## config.mk

```make
export PLATFORM = sky130hd
export DESIGN_NAME = sram_rq_responder
export DESIGN_NICKNAME = d
export VERILOG_FILES = /design/src/rtl/qracc_pkg.sv /design/src/rtl/sram_wl_decoder.sv /design/src/rtl/sram_rq_responder.sv
export SDC_FILE = /design/constraint.sdc
export NUM_CORES = 1
export LEC_CHECK = 0
export CAP_MARGIN = 25
export CORE_ASPECT_RATIO = 0.8
export CORE_MARGIN = 10
export CORE_UTILIZATION = 40
export DETAILED_ROUTE_END_ITERATION = 10
export PLACE_DENSITY_LB_ADDON = 0.1
export SLEW_MARGIN = 20
export SYNTH_ARGS = -nofsm -noshare
export SYNTH_HDL_FRONTEND = slang
export SYNTH_SLANG_ARGS = --single-unit
```

## constraint.sdc

```tcl
create_clock -name clk -period 8.8 [get_ports clk]
set_input_delay 1.32 -clock clk [delete_from_list [all_inputs] [get_ports clk]]
set_output_delay 1.32 -clock clk [all_outputs]
set_load 0.05 [all_outputs]
```

## src/rtl/qracc_pkg.sv

```systemverilog
// qracc_pkg: shared types for the QR-accelerator SRAM request interface.
//   sram_rsp_state_t : sequencing states of sram_rq_responder
//   SRAM_RSP_CNT_W   : width of the responder's phase down-counter
//   to_sram_t / from_sram_t : request/response bundles (default 128x32 macro)
//   cnt_load()       : counter preload for a phase lasting n cycles
package qracc_pkg;

    localparam int unsigned SRAM_RSP_CNT_W = 8;
    localparam int unsigned QRACC_ROWS     = 128;
    localparam int unsigned QRACC_COLS     = 32;

    typedef enum logic [2:0] {
        StIdle,
        StPch,
        StWlon,
        StSense,
        StDone,
        StRec
    } sram_rsp_state_t;

    typedef struct packed {
        logic                          rq_valid_i;
        logic                          rq_wr_i;
        logic [$clog2(QRACC_ROWS)-1:0] addr_i;
        logic [QRACC_COLS-1:0]         wr_data_i;
    } to_sram_t;

    typedef struct packed {
        logic                  rq_ready_o;
        logic                  rd_valid_o;
        logic [QRACC_COLS-1:0] rd_data_o;
    } from_sram_t;

    // A phase of n cycles counts n-1 down to 0.
    function automatic logic [SRAM_RSP_CNT_W-1:0] cnt_load(input int unsigned n);
        return SRAM_RSP_CNT_W'(n - 1);
    endfunction

endpackage

```

## src/rtl/sram_wl_decoder.sv

```systemverilog
// sram_wl_decoder: row address + enable -> one-hot wordline vector.
//   i_addr     row address
//   i_en       drive a wordline
//   o_wl       one-hot wordline, all-zero when disabled or out of range
//   o_in_range i_addr < NumRows
module sram_wl_decoder #(
    parameter int unsigned NumRows = 128,
    parameter int unsigned AddrW   = $clog2(NumRows)
) (
    input  logic [AddrW-1:0]   i_addr,
    input  logic               i_en,
    output logic [NumRows-1:0] o_wl,
    output logic               o_in_range
);

    always_comb begin
        o_wl       = '0;
        o_in_range = (32'(i_addr) < NumRows);
        if (i_en && o_in_range) begin
            o_wl[i_addr] = 1'b1;
        end
    end

endmodule

```

## src/rtl/sram_rq_responder.sv

```systemverilog
// sram_rq_responder: responder for single-word SRAM read/write requests.
// Sequences precharge, wordline, write driver and sense amp of the macro and
// returns captured SA_OUT data. All outputs are registered.
//   clk, rst                       clock, async active-high reset
//   rq_valid_i/rq_wr_i/addr_i/wr_data_i  request, accepted with rq_ready_o
//   mac_en_i                       MAC mode, blocks new accepts
//   rq_ready_o, rd_valid_o, rd_data_o   handshake and read response
//   SA_OUT                         sense-amp outputs from the macro
//   WL, PCH, WRITE, WR_DATA, CSEL, SAEN  macro controls
//   wr_err_o                       (SRAM_WR_VERIFY_EN only) write-verify mismatch pulse
// Optional feature macro: SRAM_WR_VERIFY_EN adds a read-back after every write.
module sram_rq_responder
    import qracc_pkg::*;
#(
    parameter int unsigned numRows   = 128,
    parameter int unsigned numCols   = 32,
    parameter int unsigned pchCycles = 1,
    parameter int unsigned wlCycles  = 2,
    parameter int unsigned saCycles  = 1
) (
    input  logic                       clk,
    input  logic                       rst,
    input  logic                       rq_valid_i,
    input  logic                       rq_wr_i,
    input  logic [$clog2(numRows)-1:0] addr_i,
    input  logic [numCols-1:0]         wr_data_i,
    input  logic                       mac_en_i,
    output logic                       rq_ready_o,
    output logic                       rd_valid_o,
    output logic [numCols-1:0]         rd_data_o,
    input  logic [numCols-1:0]         SA_OUT,
    output logic [numRows-1:0]         WL,
    output logic                       PCH,
    output logic                       WRITE,
    output logic [numCols-1:0]         WR_DATA,
    output logic [numCols-1:0]         CSEL,
`ifdef SRAM_WR_VERIFY_EN
    output logic                       wr_err_o,
`endif
    output logic                       SAEN
);

    localparam int unsigned AddrW = $clog2(numRows);

    sram_rsp_state_t            r_state, w_state_d;
    logic [SRAM_RSP_CNT_W-1:0]  r_cnt, w_cnt_d;
    logic                       r_wr;
    logic [AddrW-1:0]           r_addr;
    logic [numCols-1:0]         r_wdata;
    logic                       r_verify, w_verify_d;   // read-back pass of a write
    logic                       w_accept;
    logic                       w_capture;
    logic                       w_wl_en;
    logic                       w_write_d;
    logic [numRows-1:0]         w_wl;
    logic                       w_in_range;

    assign w_accept = rq_valid_i && rq_ready_o;

    always_comb begin
        w_state_d  = r_state;
        w_cnt_d    = r_cnt;
        w_verify_d = r_verify;
        w_capture  = 1'b0;
        unique case (r_state)
            StIdle: begin
                if (w_accept) begin
                    w_state_d  = StPch;
                    w_cnt_d    = cnt_load(pchCycles);
                    w_verify_d = 1'b0;
                end
            end
            StPch: begin
                if (r_cnt == '0) begin
                    w_state_d = StWlon;
                    w_cnt_d   = cnt_load(wlCycles);
                end else begin
                    w_cnt_d = r_cnt - 1'b1;
                end
            end
            StWlon: begin
                if (r_cnt != '0) begin
                    w_cnt_d = r_cnt - 1'b1;
                end else if (r_wr && !r_verify) begin
`ifdef SRAM_WR_VERIFY_EN
                    w_state_d  = StPch;
                    w_cnt_d    = cnt_load(pchCycles);
                    w_verify_d = 1'b1;
`else
                    w_state_d = StRec;
`endif
                end else begin
                    w_state_d = StSense;
                    w_cnt_d   = cnt_load(saCycles);
                end
            end
            StSense: begin
                if (r_cnt == '0) begin
                    w_state_d = StDone;
                    w_capture = 1'b1;
                end else begin
                    w_cnt_d = r_cnt - 1'b1;
                end
            end
            // A verify pass still owes the write recovery cycle.
            StDone:  w_state_d = r_verify ? StRec : StIdle;
            StRec:   w_state_d = StIdle;
            default: w_state_d = StIdle;
        endcase
    end

    // Outputs are decoded from the next state so they line up with the state register.
    assign w_wl_en   = (w_state_d == StWlon) || (w_state_d == StSense);
    assign w_write_d = (w_state_d == StWlon) && r_wr && !w_verify_d;

    sram_wl_decoder #(
        .NumRows (numRows),
        .AddrW   (AddrW)
    ) u_wl_decoder (
        .i_addr     (r_addr),
        .i_en       (w_wl_en),
        .o_wl       (w_wl),
        .o_in_range (w_in_range)
    );

    always_ff @(posedge clk or posedge rst) begin
        if (rst) begin
            r_state    <= StIdle;
            r_cnt      <= '0;
            r_wr       <= 1'b0;
            r_addr     <= '0;
            r_wdata    <= '0;
            r_verify   <= 1'b0;
            rq_ready_o <= 1'b0;
            rd_valid_o <= 1'b0;
            rd_data_o  <= '0;
            WL         <= '0;
            PCH        <= 1'b0;
            WRITE      <= 1'b0;
            WR_DATA    <= '0;
            CSEL       <= '0;
            SAEN       <= 1'b0;
`ifdef SRAM_WR_VERIFY_EN
            wr_err_o   <= 1'b0;
`endif
        end else begin
            r_state    <= w_state_d;
            r_cnt      <= w_cnt_d;
            r_verify   <= w_verify_d;
            if (w_accept) begin
                r_wr    <= rq_wr_i;
                r_addr  <= addr_i;
                r_wdata <= wr_data_i;
            end
            rq_ready_o <= (w_state_d == StIdle) && !mac_en_i;
            rd_valid_o <= (w_state_d == StDone) && !w_verify_d;
            if (w_capture && !r_verify) begin
                rd_data_o <= w_in_range ? SA_OUT : '0;
            end
            WL         <= w_wl;
            PCH        <= (w_state_d == StPch);
            WRITE      <= w_write_d;
            WR_DATA    <= w_write_d ? r_wdata : '0;
            CSEL       <= (w_state_d == StWlon) ? '1 : '0;
            SAEN       <= (w_state_d == StSense);
`ifdef SRAM_WR_VERIFY_EN
            wr_err_o   <= w_capture && r_verify && (SA_OUT != r_wdata);
`endif
        end
    end

endmodule
```

---- After elaboration in Yosys (flattened, before gate mapping) ----
Cells that the tools add are included.
word-level totals
  input port bits ......................... 76
  bits in read-only memories .............. 0
  memories ................................ 0
  output and inout bits ................... 229
  register bits after elaboration ......... 281
  word-level logic and storage cells ...... 69
  latch bits .............................. 0
  RAM bits ................................ 0
operators by class
  $mul .................................... 0
  equality and inequality tests ........... 11
  $add $sub $neg .......................... 1
  muxes and demuxes ....................... 22
  div/mod/pow operators ................... 0
  bitwise gates (word level) .............. 0
  order comparisons ....................... 2
  shift-type cells ........................ 0
  reductions and logical operators ........ 18
operators with widths
  kind                 number
  $mux 128             1
  $mux 32              2
  $mux 8               5
  $pmux 8 s4           1
  $mux 3               6
  $pmux 3 s5           1
  $eq 3x2->1 const B   4
  $logic_and 1x1->1    8
  $logic_not 8->1      1
  $lt 7x8->1 const B   1
  $reduce_bool 8->1    1
  $sub 8x1->8 const B  1
  $demux 1 s7          1
  $ge 7x1->1 const B   1
  $eq 3x1->1 const B   2
  $eq 3x3->1 const B   2
  $logic_not 3->1      2
  $mux 1               5
  $ne 2x2->1 const B   2
  $reduce_and 4->1     1
  $reduce_bool 4->1    1
  $logic_not 1->1      3
  $ne 3x3->1 const B   1
  $logic_or 1x1->1     1

---- Longest topological paths before layout ----
Gate-level depths: netlist of the first run.
  depth after elaboration ................. 9
  mapped depth ............................ 10
  mapped depth without buffers ............ 7

---- Modules after synthesis ----
A second synthesis of the first run with hierarchy kept.
second synthesis, totals
  cells, all modules ...................... 735
  area total of the unflattened synthesis .. 9,272.6 um2
modules (own cells, without submodules)
  module             area each (um2)  times used  cells each
  sram_rq_responder  8,410.6          1           550
  sram_wl_decoder    862.1            1           185

---- Worst setup path before layout of the first run ----
No wires, ideal clock.
  path kind ............................... register to output
  start ................................... reg CSEL[30] (netlist name)
  end ..................................... out CSEL[10]
  path slack .............................. 6,080 ps
  data arrival time ....................... 1,400 ps
  data required time ...................... 7,480 ps
  stages on the path, launching flop included .. 2
  cells stage by stage .................... dfrtp_1 buf_4
RTL lines
  what       line                     source
  to (decl)  sram_rq_responder.sv:36  output logic [numCols-1:0] CSEL,

==> metrics.yaml, run 1 <==
drive_gt1_share_pct: 13.7
ctsHtreeMaxLevel: 1
p_leak_nw: 5.75
wirelength_mm: 25.5
initial_core_util_pct: 40.7
maxCapViolations: 0
drt-vias-per-instance: 4.63
max_slew.worst_pin.slew_ns: 0.910
nets: 1035
timing.rr.start: "r_cnt[0]"
timing.critical_path.depth: 1
hold_buffers: 0
multi_input_area_sq_um: 2440
drtIter0Drc: 296
tns_ns: 0
n_fill_cell: 1879
cts_buffers: 25
die_h_um: 156
crit_fanout: 32
drtAntennaViolNets: 0
min_period_over_period_pct: 41.7
dieArea_sq_um: 29500
async_flop_share_pct: 100
core_sq_um: 22600
hold_start: "r_wdata[11]"
slowest_stage: "clkdlybuf4s50_1"
start_kind: "flop"
synth_seq_cells: 250
seq_area_frac_synth_pct: 68.1
synth-edff-count: 0
grt_pass1_vias: 6164
ctsResizeCount: 0
outcome: "finished clean"
final_cell_mix: "304 x clkdlybuf4s50_1, 250 x dfrtp_1, 169 x nor2_1, 44 x mux2_2, 39 x nand3_1"
rsz0062_at_grt: "no"
dp.cells: 1236
reg2reg_depth: 7
ys_warn_count: 0
first_pass_iters: 4
vias: 5939
synth_cell_types: 43
path_clk_slew_ns: 0.06
min_path_cells: 2
cts_root_buf: "clkbuf_16"
final_common_cell: "clkdlybuf4s50_1"
syn_area_sq_um: 9190
overflow: 0
regArea_sq_um: 6260
cts_tree: "yes"
antenna_found_initial: 0
reg2reg_slack_ns: 6.02
crit_family: "buffers and inverters"
end_kind: "output pin"
track_usage_pct: 16.7
cp_slowest_stage_delay_ns: 0.96
met3_length_mm: 2.34
reg2reg_to: "rd_data_o[20]"
cts_setup_buffers: 0
clock_skew_ns: 0.0168
grt_pass1_wl_mm: 38.9
hold_class: "reg2reg"
relSlewSlack_pct: 39.3
gp_congestion: 0.769
die_w_um: 189
path_cells: "clkdlybuf4s50_1"
finalHoldViolCount: 0
syn-mean-instance-area_sq_um: 13.4
ys.flop_type: "dfrtp_1"
whs_endpoint: "WR_DATA[11]"
ios: 305
hpwl_mm: 18.0
route.detailed.drc: 0
timing.critical_path.buf_inv: 1
wl_met1_mm: 11.0
met2_wirelength_mm: 11.8
wl_per_cell_um: 19.9
clk_latency_ns: 0.52
ir_worst_vdd_mv: 0.161
syn_nets: 761
numPortBuffers: 304
cts.sinks: 250
fmax_mhz: 273
fin_cells: 1283
topRoutingLayerUsed: "met4"
finalSetupViolCount: 0
area_delta_synth_final_pct: 42.5
cellPowerDensity_nw_per_um2: 337
drv_slew: 0
grt_start_max_net_pins: 124
path_class: "reg2out"
fin_crit_ns: 3.67
num_rows: 49
synthCells: 684
crit_required_ns: 7.48
arrival_ns: 2.35
clockBufferDepth: 3
-- worst max-delay path by stage --
stage | startpoint | to | slack, ns
2_1_floorplan | rst | CSEL[30] | 0.61
3_3_place_gp | rq_valid_i | PCH | 5.08
3_5_place_dp | rst | rd_data_o[18] | 5.35
4_1_cts | CSEL[30] | CSEL[6] | 5.08
5_1_grt | CSEL[30] | CSEL[17] | 4.98
6_report | CSEL[30] | CSEL[6] | 5.13
-- cell type report --
type / instances / share of cell area, %
Antenna cell: 1 / 0.0191
Clock buffer: 40 / 5.59
Clock inverter: 5 / 0.984
Inverter: 6 / 0.229
Multi-Input combinational cell: 365 / 18.7
Sequential cell: 250 / 47.8
Tap cell: 306 / 2.92
Timing Repair Buffer: 310 / 23.8
-- report_power, final --
group	internal [mW]	leakage, nW	switching, mW
clock	0.685	0.417	0.429
sequential	1.39	3.31	0.167
combinational	0.635	2.02	1.11
total	2.71	5.75	1.71
-- sequential cells by signal, summed over array words and instances, names as in the netlist, 3 cells and up --
| name | flops |
|---|---|
| r_wdata | 32 |
| r_cnt | 8 |
| r_addr | 7 |
| rd_data_o | 32 |
| r_state | 3 |
| WR_DATA | 32 |
| WL | 128 |
-- worst min-delay path, delay by kind of cell (launching register included) --
family / cells / cell delay [ns]
DFF: 1 / 0.37
and+or+nand+nor: 2 / 0.09
-- cell usage after synthesis, types with 6 or more instances --
cell | instances | area share (%)
nor2_1 | 169 | 6.9
nor2b_1 | 11 | 0.75
clkbuf_1 | 9 | 0.37
mux2_4 | 29 | 4.7
buf_4 | 32 | 2.6
dfrtp_1 | 250 | 68
nand3_1 | 39 | 2.1
mux2_2 | 44 | 5.4
inv_1 | 6 | 0.24
nand2_1 | 15 | 0.61
buf_2 | 7 | 0.38
buf_6 | 7 | 0.86
o21ai_0 | 9 | 0.49
-- per-layer routing --
metal | track usage, % | vias to the layer above
met2 | 26.4 | 194
met5 | 0 | -
li1 | - | 2774
met1 | 21.4 | 2949
met3 | 6.64 | 22
met4 | 3.70 | 0
-- logic make-up (layout without fill, tap and decap cells) --
family,after synthesis,in the layout,share of synthesized area (%)
and+or+nand+nor,264,264,14.1
DFF,250,250,68.1
muxes,73,73,10.1
buffers and inverters,69,361,5.44
AOI/OAI and AO/OA,27,27,2.18
adders and majority gates,1,1,0.136
other,0,1,0
-- per-stage QoR --
step	hold WS (ns)	instance area, sq um	total power [mW]	worst slack (ns)	util [%]
finish	0.502	13100	4.41	5.13	58.0
floorplan	0.471	9190	2.84	0.608	-
global placement	0.488	12200	3.31	5.08	54.0
detailed placement	0.487	12200	3.33	5.35	54.1
CTS	0.501	13100	4.46	5.08	57.9
global route	0.516	13100	4.63	4.98	58.0
Power figures use the tool's default switching activity.
==> run 2, diff against run 1 <==
clock period = 3.1 ns   (was 8.8 ns; I/O delays follow)
==> run 2 against run 1 <==
- total power rose to 2.8 times the previous value
- count of clock-buffer cells in the layout is 7 lower
- clock power rose to 2.7 times the previous value
- hold slack worse by 0.049 ns
- non-clock buffer count increased by 2
- via count up 1.6%
- final area is essentially flat
- die area stayed put
- first-iteration DRC count up 1.4%
- critical path depth stayed put
- final cell count grew 0.23%
- highest routed layer unchanged
==> metrics.yaml, run 2 (synthesis results as in run 1) <==
timing.critical_path.depth: 1  # unchanged
drtAntennaViolNets: 0  # unchanged
cellPowerDensity_nw_per_um2: 949  # +180%
timing.critical_path.buf_inv: 1  # unchanged
final_common_cell: "clkdlybuf4s50_1"
nets: 1037  # +0.19%
hpwl_mm: 18.6  # +3.5%
hold_buffers: 0  # unchanged
cp-startpoint: "CSEL[30]"
drive_gt1_share_pct: 14.8  # +1.1 points
grt_pass1_vias: 6262  # +1.6%
crit_end: "CSEL[3]"
drtIter0Drc: 300  # +1.4%
ctsHtreeMaxLevel: 1  # unchanged
finalSetupViolCount: 0  # unchanged
maxCapViolations: 0  # unchanged
p_leak_nw: 5.75  # about the same
vias: 6036  # +1.6%
path_class: "reg2out"
ios: 305  # unchanged
largest_reg_flops: 128  # unchanged
ir_worst_vdd_mv: 0.443  # +180%
crit_required_ns: 2.63  # -4.85 ns
hold_class: "in2async"
core_sq_um: 22600  # unchanged
crit_family: "buffers and inverters"
dieArea_sq_um: 29500  # unchanged
end_kind: "output pin"
rsz0062_at_grt: "no"
reg2reg_to: "rd_data_o[25]"
drv_slew: 0  # unchanged
cts.sinks: 250  # unchanged
relSlewSlack_pct: 47.8  # +8.6 points
outcome: "finished clean"
ctsResizeCount: 0  # unchanged
area_delta_synth_final_pct: 42.4  # about the same
start_kind: "flop"
wl_per_cell_um: 20.4  # +2.5%
initial_core_util_pct: 40.7  # unchanged
grt_start_max_net_pins: 103  # -17%
gp_congestion: 0.812  # +5.5%
clockBufferDepth: 3  # unchanged
hold_ws_ns: 0.452  # -0.0492 ns
first_pass_iters: 6  # +2
clk_latency_ns: 0.52  # about the same
cts_buffers: 25  # unchanged
die_h_um: 156  # unchanged
die_w_um: 189  # unchanged
fin_crit_ns: 2.78
finalHoldViolCount: 0  # unchanged
reg2reg_slack_ns: 0.62  # -5.40 ns
fmax_mhz: 360
numPortBuffers: 304  # unchanged
cts_setup_buffers: 0  # unchanged
cts_tree: "yes"
drt-vias-per-instance: 4.69  # +1.4%
crit_fanout: 32  # unchanged
path_clk_slew_ns: 0.06  # about the same
max_slew.worst_pin.slew_ns: 0.783  # -0.127 ns
slowest_stage: "clkdlybuf4s50_1"
min_period_over_period_pct: 89.7
path_cells: "clkdlybuf4s50_1"
timing.rr.start: "r_cnt[0]"
antenna_found_initial: 1  # +1
track_usage_pct: 17.1  # +0.36 points
final_cell_mix: "304 x clkdlybuf4s50_1, 250 x dfrtp_1, 169 x nor2_1, 44 x mux2_2, 39 x nand3_1"
wirelength_mm: 26.2  # +2.7%
clock_skew_ns: 0.0143  # -0.00258 ns
largest-register: "WL"
cts_root_buf: "clkbuf_16"
route.detailed.drc: 0  # unchanged
arrival_ns: 2.31  # -0.04 ns
reg2reg_depth: 7  # unchanged
num_rows: 49  # unchanged
overflow: 0  # unchanged
power_mw: 12.4  # +180%
grt_pass1_wl_mm: 39.5  # +1.5%
cp_slowest_stage_delay_ns: 0.95  # about the same
==> run 2: cell types whose count changed in the layout (fill, tap and decap cells not counted), moves of 2 or more <==
cell	change
bufinv_16	-2
clkinvlp_4	+4
buf_12	+2
clkbuf_1	-8
clkinv_2	+7
==> run 2: report_power, final <==
group          total [mW]  leakage [nW]  switching, mW  internal (mW)
registers            4.43          3.31          0.489           3.94
clock network        3.05         0.414           1.26           1.79
logic                4.95          2.02           3.15           1.80
total                12.4          5.75           4.89           7.53
==> run 2: how the worst min path moves through the flow <==
stage                           start           to  slack, ns
after floorplan                  r_wr         r_wr       0.47
after global placement    r_wdata[14]  r_wdata[14]       0.49
after detailed placement  r_wdata[16]  WR_DATA[16]       0.49
after CTS                         rst       WL[69]       0.46
after global routing              rst       WL[69]       0.50
final                             rst       WL[69]       0.45
==> run 2: final cells by class <==
| type | instances | area, sq um |
|---|---|---|
| Fill cell | 1882 | 9470 |
| Sequential cell | 250 | 6260 |
| Timing Repair Buffer | 312 | 3140 |
| Multi-Input combinational cell | 365 | 2440 |
| Clock buffer | 33 | 716 |
| Tap cell | 306 | 383 |
| Clock inverter | 13 | 126 |
| Inverter | 6 | 26.3 |
| Antenna cell | 1 | 2.50 |
==> run 2: per-layer routing <==
layer,vias up,track usage [%],part of all wire (%)
li1,2769,-,-
met1,3030,22.7,44
met2,207,26.6,46
met3,30,5.83,8.2
met4,0,3.85,1.6
met5,-,0,0
==> run 2: metrics by stage <==
stage	TNS, ns	setup slack (ns)	instances	util [%]	area [sq um]
6_report	0	0.321	1286	58.0	13100
5_1_grt	0	0.140	1286	58.0	13100
4_1_cts	0	0.259	1285	58.0	13100
3_5_place_dp	0	0.624	1239	54.3	12200
3_3_place_gp	0	0.673	1239	54.3	12200
2_1_floorplan	-163.18	-0.653	684	-	9200
==> run 3, diff against run 2 <==
CAP_MARGIN = default   (was 25)
==> results of run 3 <==
Same layout as run 2: the final DEF is identical, and so are final timing and power.
